--- src/rtl/c17_bist_ctrl_pkg.sv ---
// Shared types and constants for the c17 BIST controller and its MISR.
// Also holds the LFSR step and seed-sanitising helpers.
package c17_bist_pkg;

    typedef enum logic [2:0] {
        S_IDLE,
        S_APPLY,
        S_SETTLE,
        S_CAPTURE,
        S_DONE
    } state_t;

    localparam int LFSR_W = 5;
    localparam int MISR_W = 16;
    localparam int IDX_W  = 10;
    localparam int HOLD_W = 8;

    localparam logic [LFSR_W-1:0] LFSR_TAP  = 5'b10100;
    localparam logic [MISR_W-1:0] MISR_POLY = 16'h1021;

    // An all-zero seed would lock the LFSR, so it is forced to 1.
    function automatic logic [LFSR_W-1:0] seed_fix(
        input logic [LFSR_W-1:0] s
    );
        return (s == '0) ? LFSR_W'(1) : s;
    endfunction

    function automatic logic [LFSR_W-1:0] lfsr_next(
        input logic [LFSR_W-1:0] l
    );
        return {l[LFSR_W-2:0], ^(l & LFSR_TAP)};
    endfunction

endpackage

--- src/rtl/c17_bist_ctrl_if.sv ---
// Control/response bundle between a bench and the c17 BIST controller.
// The controller sits on the slave side.
interface c17_bist_ctrl_if;
    import c17_bist_pkg::*;

    logic              start;
    logic              abort;
    logic [1:0]        resp_i;
    logic [LFSR_W-1:0] stim_o;
    logic              busy;
    logic              done;
    logic [MISR_W-1:0] signature;
    logic [IDX_W-1:0]  pattern_idx;

    modport master (
        output start,
        output abort,
        output resp_i,
        input  stim_o,
        input  busy,
        input  done,
        input  signature,
        input  pattern_idx
    );

    modport slave (
        input  start,
        input  abort,
        input  resp_i,
        output stim_o,
        output busy,
        output done,
        output signature,
        output pattern_idx
    );

endinterface

--- src/rtl/c17_misr.sv ---
// 16-bit MISR compacting a 2-bit response per enabled cycle.
// Clear takes priority over enable.
module c17_misr
    import c17_bist_pkg::*;
(
    input  logic              clk,
    input  logic              rst_n,
    input  logic              i_clear,
    input  logic              i_enable,
    input  logic [1:0]        i_data,
    output logic [MISR_W-1:0] o_sig
);

    logic [MISR_W-1:0] r_sig;
    logic [MISR_W-1:0] w_fb;
    logic [MISR_W-1:0] w_next;

    always_comb begin
        w_fb   = r_sig[MISR_W-1] ? MISR_POLY : '0;
        w_next = {r_sig[MISR_W-2:0], 1'b0}
               ^ w_fb
               ^ {{(MISR_W-2){1'b0}}, i_data};
    end

    always_ff @(posedge clk or negedge rst_n) begin
        if (!rst_n) begin
            r_sig <= '0;
        end else if (i_clear) begin
            r_sig <= '0;
        end else if (i_enable) begin
            r_sig <= w_next;
        end
    end

    assign o_sig = r_sig;

endmodule

--- src/rtl/c17_bist_ctrl.sv ---
// BIST controller for c17: LFSR stimulus, programmable settle, MISR capture.
// Each pattern takes HOLD_CYCLES+2 cycles (apply, settle, capture).
module c17_bist_ctrl
    import c17_bist_pkg::*;
#(
    parameter int                PATTERN_COUNT = 32,
    parameter int                HOLD_CYCLES   = 4,
    parameter logic [LFSR_W-1:0] LFSR_SEED     = 5'h1F
) (
    input  logic           clk,
    input  logic           rst_n,
    c17_bist_ctrl_if.slave bus
);

    localparam logic [LFSR_W-1:0] SEED      = seed_fix(LFSR_SEED);
    localparam logic [IDX_W-1:0]  LAST_IDX  = IDX_W'(PATTERN_COUNT - 1);
    localparam logic [HOLD_W-1:0] LAST_HOLD = HOLD_W'(HOLD_CYCLES - 1);

    state_t            r_state;
    state_t            w_next_state;
    logic [LFSR_W-1:0] r_lfsr;
    logic [LFSR_W-1:0] r_stim;
    logic [IDX_W-1:0]  r_idx;
    logic [HOLD_W-1:0] r_hold;
    logic              w_start_ok;
    logic              w_last_hold;
    logic              w_last_idx;
    logic              w_capture;
    logic              w_busy;
    logic              w_done;
    logic [MISR_W-1:0] w_sig;

    // Abort beats start; start only counts from IDLE or DONE.
    always_comb begin
        w_start_ok  = bus.start && !bus.abort
                   && (r_state == S_IDLE || r_state == S_DONE);
        w_last_hold = (r_hold == LAST_HOLD);
        w_last_idx  = (r_idx == LAST_IDX);
        w_capture   = (r_state == S_CAPTURE) && !bus.abort;
    end

    always_ff @(posedge clk or negedge rst_n) begin
        if (!rst_n) begin
            r_state <= S_IDLE;
        end else begin
            r_state <= w_next_state;
        end
    end

    always_comb begin
        w_next_state = r_state;
        if (bus.abort) begin
            w_next_state = S_IDLE;
        end else begin
            unique case (r_state)
                S_IDLE, S_DONE: begin
                    if (bus.start) w_next_state = S_APPLY;
                end
                S_APPLY: w_next_state = S_SETTLE;
                S_SETTLE: begin
                    if (w_last_hold) w_next_state = S_CAPTURE;
                end
                S_CAPTURE: begin
                    w_next_state = w_last_idx ? S_DONE : S_APPLY;
                end
                default: w_next_state = S_IDLE;
            endcase
        end
    end

    always_comb begin
        w_busy = 1'b0;
        w_done = 1'b0;
        unique case (r_state)
            S_APPLY, S_SETTLE, S_CAPTURE: w_busy = 1'b1;
            S_DONE:                       w_done = 1'b1;
            default: ;
        endcase
    end

    always_ff @(posedge clk or negedge rst_n) begin
        if (!rst_n) begin
            r_lfsr <= SEED;
            r_stim <= '0;
            r_idx  <= '0;
            r_hold <= '0;
        end else if (bus.abort) begin
            r_stim <= '0;
        end else if (w_start_ok) begin
            r_lfsr <= SEED;
            r_idx  <= '0;
        end else begin
            unique case (r_state)
                S_APPLY: begin
                    r_stim <= r_lfsr;
                    r_hold <= '0;
                end
                S_SETTLE: r_hold <= r_hold + 1'b1;
                S_CAPTURE: begin
                    if (!w_last_idx) begin
                        r_idx  <= r_idx + 1'b1;
                        r_lfsr <= lfsr_next(r_lfsr);
                    end
                end
                default: ;
            endcase
        end
    end

    c17_misr u_misr (
        .clk      (clk),
        .rst_n    (rst_n),
        .i_clear  (w_start_ok),
        .i_enable (w_capture),
        .i_data   (bus.resp_i),
        .o_sig    (w_sig)
    );

    assign bus.stim_o      = r_stim;
    assign bus.busy        = w_busy;
    assign bus.done        = w_done;
    assign bus.signature   = w_sig;
    assign bus.pattern_idx = r_idx;

endmodule

--- src/flat_wrapper.sv ---
// flat-port wrapper written by rule: the top's interface ports become plain ports
module c17_bist_ctrl_flat import c17_bist_pkg::*;
#(
    parameter int                PATTERN_COUNT = 32,
    parameter int                HOLD_CYCLES   = 4,
    parameter logic [LFSR_W-1:0] LFSR_SEED     = 5'h1F
)
  (clk, rst_n, bus_start, bus_abort, bus_resp_i, bus_stim_o, bus_busy, bus_done, bus_signature, bus_pattern_idx);
  c17_bist_ctrl_if bus_i ();
  input  logic clk;
  input  logic rst_n;
  input wire logic [$bits(bus_i.start)-1:0] bus_start;
  input wire logic [$bits(bus_i.abort)-1:0] bus_abort;
  input wire logic [$bits(bus_i.resp_i)-1:0] bus_resp_i;
  output wire logic [$bits(bus_i.stim_o)-1:0] bus_stim_o;
  output wire logic [$bits(bus_i.busy)-1:0] bus_busy;
  output wire logic [$bits(bus_i.done)-1:0] bus_done;
  output wire logic [$bits(bus_i.signature)-1:0] bus_signature;
  output wire logic [$bits(bus_i.pattern_idx)-1:0] bus_pattern_idx;
  assign bus_i.start = bus_start;
  assign bus_i.abort = bus_abort;
  assign bus_i.resp_i = bus_resp_i;
  assign bus_stim_o = bus_i.stim_o;
  assign bus_busy = bus_i.busy;
  assign bus_done = bus_i.done;
  assign bus_signature = bus_i.signature;
  assign bus_pattern_idx = bus_i.pattern_idx;
  c17_bist_ctrl #(.PATTERN_COUNT(PATTERN_COUNT), .HOLD_CYCLES(HOLD_CYCLES), .LFSR_SEED(LFSR_SEED)) u_core (.clk(clk), .rst_n(rst_n), .bus(bus_i));
endmodule
--- config.mk ---
export PLATFORM = sky130hd
export DESIGN_NAME = c17_bist_ctrl_flat
export DESIGN_NICKNAME = d
export VERILOG_FILES = /design/src/rtl/c17_bist_ctrl_pkg.sv /design/src/rtl/c17_bist_ctrl_if.sv /design/src/rtl/c17_misr.sv /design/src/rtl/c17_bist_ctrl.sv /design/src/flat_wrapper.sv
export SDC_FILE = /design/constraint.sdc
export NUM_CORES = 1
export LEC_CHECK = 0
export BUFFER_PORTS_ARGS = -buffer_cell sky130_fd_sc_hd__buf_2
export CAP_MARGIN = 10
export CELL_PAD_IN_SITES_DETAIL_PLACEMENT = 0
export CELL_PAD_IN_SITES_GLOBAL_PLACEMENT = 1
export CORE_ASPECT_RATIO = 0.7
export CORE_MARGIN = 5
export CORE_UTILIZATION = 43
export CTS_CLUSTER_SIZE = 30
export DETAILED_ROUTE_END_ITERATION = 8
export PLACE_DENSITY = 0.87
export SLEW_MARGIN = 20
export SYNTH_ARGS = -nofsm -noshare
export SYNTH_HDL_FRONTEND = slang
export SYNTH_SLANG_ARGS = --single-unit
--- constraint.sdc ---
create_clock -name clk -period 2.15 [get_ports clk]
set_clock_uncertainty 0.05 [all_clocks]
set_input_delay 0.1075 -clock clk [delete_from_list [all_inputs] [get_ports clk]]
set_output_delay 0.1075 -clock clk [all_outputs]
set_load 0.02 [all_outputs]
==> reports/metrics.yaml, run 1 <==
outcome: "finished, final reports clean"
grt_pass1_wl_mm: 8.901
cts_tree: "yes"
die-area_sq_mm: 0.006752
finalSetupViolCount: 0
synth-seq-area-share_pct: 53.00
syn_nets: 223
synth.distinct_cells: 42
synth_compound_area_share_pct: 15.93
crit_arrival_ns: 2.16
tritoncts.num_buffers: 5
drtPass1Iterations: 4
powerDensity_mw_per_mm2: 767.0
ys_ff_latch: 47
cts_sinks: 47
rows: 21
port_buffers: 38
dp.cells: 320
area_delta_synth_final_pct: 17.89
slew_headroom_pct: 30.29
fin_util_pct: 53.53
die_y_microns: 70.27
grt_pass1_vias: 1730
worstMarginPinSlew_ns: 1.042
synth-simple-area-share_pct: 19.29
drtIter0Drc: 120
drt_drc_violations_left: 0
layout_common_cells: "dfrtp_1, buf_2, nor2_1"
syn_area_per_cell_sq_um: 10.38
crit_path_max_fanout: 6
final_hold_viol_count: 0
synth_area_sq_mm: 0.002231
drtAntennaViolNets: 0
fin_nets: 267
via_count: 1801
initial_core_util_pct: 45.40
clk_pin_slew_ns: 0.09
dp_hpwl_mm: 3.494
hold_start: "bus_resp_i[0]"
max_freq_mhz: 504.4
cts_buffer_depth: 2
post-route-min-period_ns: 1.983
hold_path.class: "input pin to register"
endpoint_kind: "register"
ir_worst_vdd_v: 0.0003692
final_cells: 329
fin_setup_tns_ns: 0
p_leak_nw: 1.218
startpoint_type: "register"
drive_gt1_share_pct: 24.62
routabilityCongestion: 0.8173
rsz0062_at_grt: "false"
synthMuxAreaShare_pct: 3.141
viasPerCell: 5.474
clockRootBuffer: "clkbuf_8"
antenna_found_initial: 0
worstSetupPathType: "register to register"
layout_commonest_cell: "dfrtp_1"
n_antenna_cell: 0
final_max_slew_viol_count: 0
drt_wl_total_mm: 5.064
ios: 39
crit_start: "u_core.bus.pattern_idx[7]$_DFFE_PN0P_"
yosys.area_share.xor_xnor_pct: 4.711
ys_warn_count: 0
maxCapViolCount: 0
period_share_pct: 92.21
r2r_start: "u_core.bus.pattern_idx[7]$_DFFE_PN0P_"
die_width_microns: 96.09
routedWlPerCell_microns: 15.39
power_mw: 2.017
insertion_delay_ns: 0.31
grt_overflow: 0
synth_top_family_by_area: "simple AND/OR/NAND/NOR gates"
htree_levels: 2
grtUsageTotal_pct: 16.87
synth_adder_area_share_pct: 1.122
core_region_area_sq_mm: 0.004913
worstPathRequired_ns: 2.33
syn-instance-count: 215
grt_max_degree: 48
[state kept, by name, summed over array words and instances, names as in the netlist]
name                    count
u_core.r_state              3
u_core.r_lfsr               5
u_core.u_misr.o_sig        16
u_core.bus.stim_o           5
u_core.r_hold               8
u_core.bus.pattern_idx     10
[final timing paths]
check | cells past startpoint | slack, ns | to
min in group asynchronous | 3 | 0.36 | u_core.r_hold[1]$_DFFE_PN0P_
min | 3 | 0.08 | u_core.u_misr.o_sig[0]$_DFFE_PN0P_
max | 4 | 0.17 | u_core.r_lfsr[0]$_DFFE_PN1P_
max in group asynchronous | 3 | 1.29 | u_core.u_misr.o_sig[15]$_DFFE_PN0P_
min reg2reg | 1 | 0.46 | u_core.bus.pattern_idx[3]$_DFFE_PN0P_
max reg2reg | 4 | 0.17 | u_core.r_lfsr[0]$_DFFE_PN1P_
[worst max-delay path, cell delays in order (launching register included)]
cell	delay, ns
dfrtp_1	0.44
or4_4	0.58
or4_1	0.57
a21oi_2	0.19
o21ai_1	0.08
[kinds of logic (layout without fill, tap and decap cells)]
family,Yosys count,after routing
compound gates,51,51
buf+inv,15,60
simple gates,81,81
flops,47,47
mux,7,7
fa+ha+maj,2,2
xor+xnor,12,12
[report_power, final]
group | switching [mW] | internal [mW]
combinational | 0.219 | 0.150
clock | 0.319 | 0.234
sequential | 0.120 | 0.975
total | 0.658 | 1.36
[cell usage after synthesis (all sizes together)]
master,n,area [sq um]
nor4b,1,15.01
a21oi,7,38.79
nor4,9,71.32
nor3,6,30.03
a31o,1,8.760
o32ai,1,8.760
ha,2,25.02
buf,6,28.77
o211ai,1,7.510
a311oi,1,8.760
nand4bb,1,11.26
o21ai,16,80.07
xor2,5,43.79
a32oi,1,8.760
dfrtp,42,1051
or4b,1,10.01
and3,1,6.260
nand3,15,75.07
xnor2,7,61.31
o31ai,1,7.510
a22o,18,157.7
a31oi,2,12.51
or4,2,18.77
nand4,2,12.51
dfstp,5,131.4
and2,2,12.51
a41oi,1,8.760
nor2,24,90.09
or3,2,12.51
mux2i,7,70.07
nand2b,1,6.260
clkbuf,6,22.52
nand2,12,45.04
a211oi,1,7.510
inv,3,11.26
nand3b,1,7.510
or2,1,6.260
[layer usage]
layer | routed length (microns) | GRT usage (%) | part of all wire [%]
met3 | 290 | 4.292 | 5.7
met5 | 0 | 0 | 0
met1 | 2691 | 27.85 | 53
met2 | 2003 | 20.35 | 40
met4 | 78 | 6.151 | 1.5
[final cells by class]
cell class                      instances  area, sq um
Fill cell                             464         2283
Sequential cell                        47         1182
Multi-Input combinational cell        153        985.9
Timing Repair Buffer                   49        275.3
Tap cell                               69        86.33
Clock buffer                            6        72.57
Clock inverter                          2        16.27
Inverter                                3        11.26
[metrics by stage]
step / worst slack, ns / hold slack (ns) / area [sq um]
5_1_grt: 0.09692 / 0.07808 / 2630
3_5_place_dp: 0.1747 / 0.1880 / 2531
2_1_floorplan: 0.1846 / -0.2381 / 2231
3_3_place_gp: 0.2233 / 0.1867 / 2531
4_1_cts: 0.1733 / 0.07456 / 2630
6_report: 0.1675 / 0.08317 / 2630
[repair_timing]
item | 4_1_cts | 5_1_grt
hold endpoints to repair | 42 | 0
buffers inserted | 0 | 0
hold buffers | 1 | 0
gates resized for setup | 0 | 0
No activity file was read; power rests on OpenSTA's default activity.
==> run 2: changes to the inputs <==
--- a/config.mk
+++ b/config.mk
@@ -5,16 +5,16 @@
 export SDC_FILE = /design/constraint.sdc
 export NUM_CORES = 1
 export LEC_CHECK = 0
-export BUFFER_PORTS_ARGS = -buffer_cell sky130_fd_sc_hd__buf_2
 export CAP_MARGIN = 10
 export CELL_PAD_IN_SITES_DETAIL_PLACEMENT = 0
 export CELL_PAD_IN_SITES_GLOBAL_PLACEMENT = 1
 export CORE_ASPECT_RATIO = 0.7
 export CORE_MARGIN = 5
-export CORE_UTILIZATION = 43
+export CORE_UTILIZATION = 48
 export CTS_CLUSTER_SIZE = 30
 export DETAILED_ROUTE_END_ITERATION = 8
-export PLACE_DENSITY = 0.87
+export DONT_BUFFER_PORTS = 1
+export PLACE_DENSITY = 0.85
 export SLEW_MARGIN = 20
 export SYNTH_ARGS = -nofsm -noshare
 export SYNTH_HDL_FRONTEND = slang
==> run 2 against run 1 <==
Compared with the run above:
- register-to-register slack better by 0.03 ns
- combinational power down 8.7%
- sequential share of layout area up 1.6 points
- power down 0.42%
- die area down 9.2%
- critical path depth unchanged
- worst setup slack better by 0.031 ns
- via count down 2.4%
- clock power about the same
- hold slack worse by 0.073 ns
- flip-flop and latch count unchanged
- sequential power about the same
- critical endpoint unchanged
- highest routed layer unchanged
==> reports/metrics.yaml, run 2 (synthesis results as in run 1) <==
outcome: "finished, final reports clean"
core_region_area_sq_mm: 0.004429  # -9.9%
worstSetupPathType: "register to register"
maxCapViolCount: 0  # unchanged
crit_cells: 4  # unchanged
powerDensity_mw_per_mm2: 791.6  # +3.2%
layout_common_cells: "dfrtp_1, nor2_1, a22o_1"
finalSetupViolCount: 0  # unchanged
insertion_delay_ns: 0.30  # about the same
crit_path_max_fanout: 6  # unchanged
p_leak_nw: 1.089  # -11%
critPathTopFamily: "simple AND/OR/NAND/NOR gates"
via_count: 1758  # -2.4%
drive_gt1_share_pct: 15.45  # -9.2 points
die_y_microns: 67.04  # -4.6%
largest_reg_flops: 16  # unchanged
routedWlPerCell_microns: 18.32  # +19%
max_freq_mhz: 512.4  # +1.6%
post-route-min-period_ns: 1.951  # -0.03113 ns
slowest_stage: "or4_4"
endpoint_kind: "register"
n_antenna_cell: 0  # unchanged
r2r-end: "u_core.r_lfsr[0]$_DFFE_PN1P_"
cts-resized-gates: 0  # unchanged
layout_commonest_cell: "dfrtp_1"
grt_max_degree: 48  # unchanged
worstMarginPinSlew_ns: 0.6569  # -0.3849 ns
die_width_microns: 91.49  # -4.8%
startpoint_type: "register"
drtAntennaViolNets: 0  # unchanged
dp.cells: 275  # -14%
port_buffers: 0  # -100%
initial_core_util_pct: 50.37  # +5.0 points
worstPathRequired_ns: 2.31  # -0.02 ns
cts_tree: "yes"
grt_pass1_vias: 1750  # +1.2%
grtUsageTotal_pct: 18.78  # +1.9 points
drtPass1Iterations: 4  # unchanged
tritoncts.num_buffers: 5  # unchanged
cp_slowest_stage_delay_ns: 0.58  # about the same
grt_pass1_wl_mm: 9.135  # +2.6%
rsz0062_at_grt: "false"
die-area_sq_mm: 0.006133  # -9.2%
cp.buffers_inverters: 0  # unchanged
rrSetupSlack_ns: 0.20  # +0.03 ns
fin_hold_ws_ns: 0.01007  # -0.07310 ns
clk_pin_slew_ns: 0.09  # about the same
fin_setup_tns_ns: 0  # unchanged
crit_arrival_ns: 2.11  # -0.05 ns
n_fill_cell: 395  # -15%
final_max_slew_viol_count: 0  # unchanged
drt_wl_total_mm: 5.275  # +4.2%
viasPerCell: 6.104  # +12%
final_hold_viol_count: 0  # unchanged
dp_hpwl_mm: 3.716  # +6.4%
antenna_found_initial: 0  # unchanged
r2r_cells: 4  # unchanged
drtIter0Drc: 133  # +11%
area_delta_synth_final_pct: 13.74
worstPathCellList: "or4_4 -> or4_1 -> a21oi_2 -> o21ai_1"
drt_drc_violations_left: 0  # unchanged
cts_buffer_depth: 2  # unchanged
slew_headroom_pct: 56.16  # +26 points
ir_worst_vdd_v: 0.0005461  # +48%
r2r_start: "u_core.bus.pattern_idx[5]$_DFFE_PN0P_"
routabilityCongestion: 0.8733  # +6.9%
final_cells: 288  # -12%
crit_end: "u_core.r_lfsr[0]$_DFFE_PN1P_"
grt_overflow: 0  # unchanged
ios: 39  # unchanged
period_share_pct: 90.76  # -1.4 points
hold_path.class: "input pin to register"
fin_nets: 240  # -10%
clockRootBuffer: "clkbuf_8"
cts_sinks: 47  # unchanged
htree_levels: 2  # unchanged
crit_start: "u_core.bus.pattern_idx[5]$_DFFE_PN0P_"
rows: 20  # -4.8%
cts_setup_buffers: 0  # unchanged
==> run 2: cell types whose count changed in the layout (fill, tap and decap cells not counted), sizes merged <==
cell | before | now
inv | 4 | 5
buf | 48 | 18
clkbuf | 6 | 5
clkinvlp | 1 | 0
dlygate4sd3 | 1 | 4
clkinv | 0 | 1
==> run 2: layout make-up <==
type	instances	area, sq um	share of cell area [%]
Sequential cell	47	1182	46.60
Multi-Input combinational cell	153	988.4	38.95
Timing Repair Buffer	22	195.2	7.692
Clock buffer	5	68.82	2.712
Tap cell	55	68.82	2.712
Clock inverter	3	22.52	0.8876
Inverter	3	11.26	0.4438
==> run 2: worst min path at each step <==
stage | slack (ns) | endpoint | cells past startpoint | from
after floorplan | -0.24 | u_core.bus.pattern_idx[0]$_DFFE_PN0P_ | 0 | rst_n
after global placement | -0.24 | u_core.u_misr.o_sig[3]$_DFFE_PN0P_ | 0 | rst_n
after detailed placement | -0.24 | u_core.u_misr.o_sig[11]$_DFFE_PN0P_ | 0 | rst_n
after CTS | 0.007 | u_core.u_misr.o_sig[1]$_DFFE_PN0P_ | 2 | bus_resp_i[1]
after global routing | 0.01 | u_core.u_misr.o_sig[1]$_DFFE_PN0P_ | 2 | bus_resp_i[1]
final | 0.01 | u_core.u_misr.o_sig[1]$_DFFE_PN0P_ | 2 | bus_resp_i[1]
==> run 2: metrics by stage <==
| stage | power [mW] | instance area (sq um) | utilization, % | setup slack (ns) |
|---|---|---|---|---|
| after floorplan | 1.345 | 2231 | - | 0.1846 |
| after global placement | 1.417 | 2376 | 53.64 | 0.2562 |
| after detailed placement | 1.440 | 2376 | 53.64 | 0.2159 |
| after CTS | 2.015 | 2535 | 57.23 | 0.1957 |
| after global routing | 2.122 | 2537 | 57.29 | 0.08442 |
| final | 2.009 | 2537 | 57.29 | 0.1986 |
==> run 2: routing by layer <==
metal,vias to the layer above,wire length (microns),GRT usage (%)
met3,4,349,5.418
met2,51,2403,29.03
met1,878,2507,26.70
met5,-,0,0
li1,825,-,-
met4,0,14,2.820
==> run 2: timing repair <==
item / CTS / global route
hold buffers: 5 / 0
endpoints found under the hold margin: 55 / 0
endpoints found under the setup margin: 0 / 0
==> run 2: worst register-to-register path, cell delays in order, from the launching register on <==
cell     delay [ns]
dfrtp_1        0.39
or4_4          0.58
or4_1          0.58
a21oi_2        0.19
o21ai_1        0.08
==> run 2: report_power, final <==
part           switching [mW]  leakage, nW  internal (mW)  total (mW)
combinational           0.196        0.413          0.141       0.337
sequential              0.145        0.627          0.975        1.12
clock                   0.316       0.0489          0.236       0.551
total                   0.656         1.09           1.35        2.01
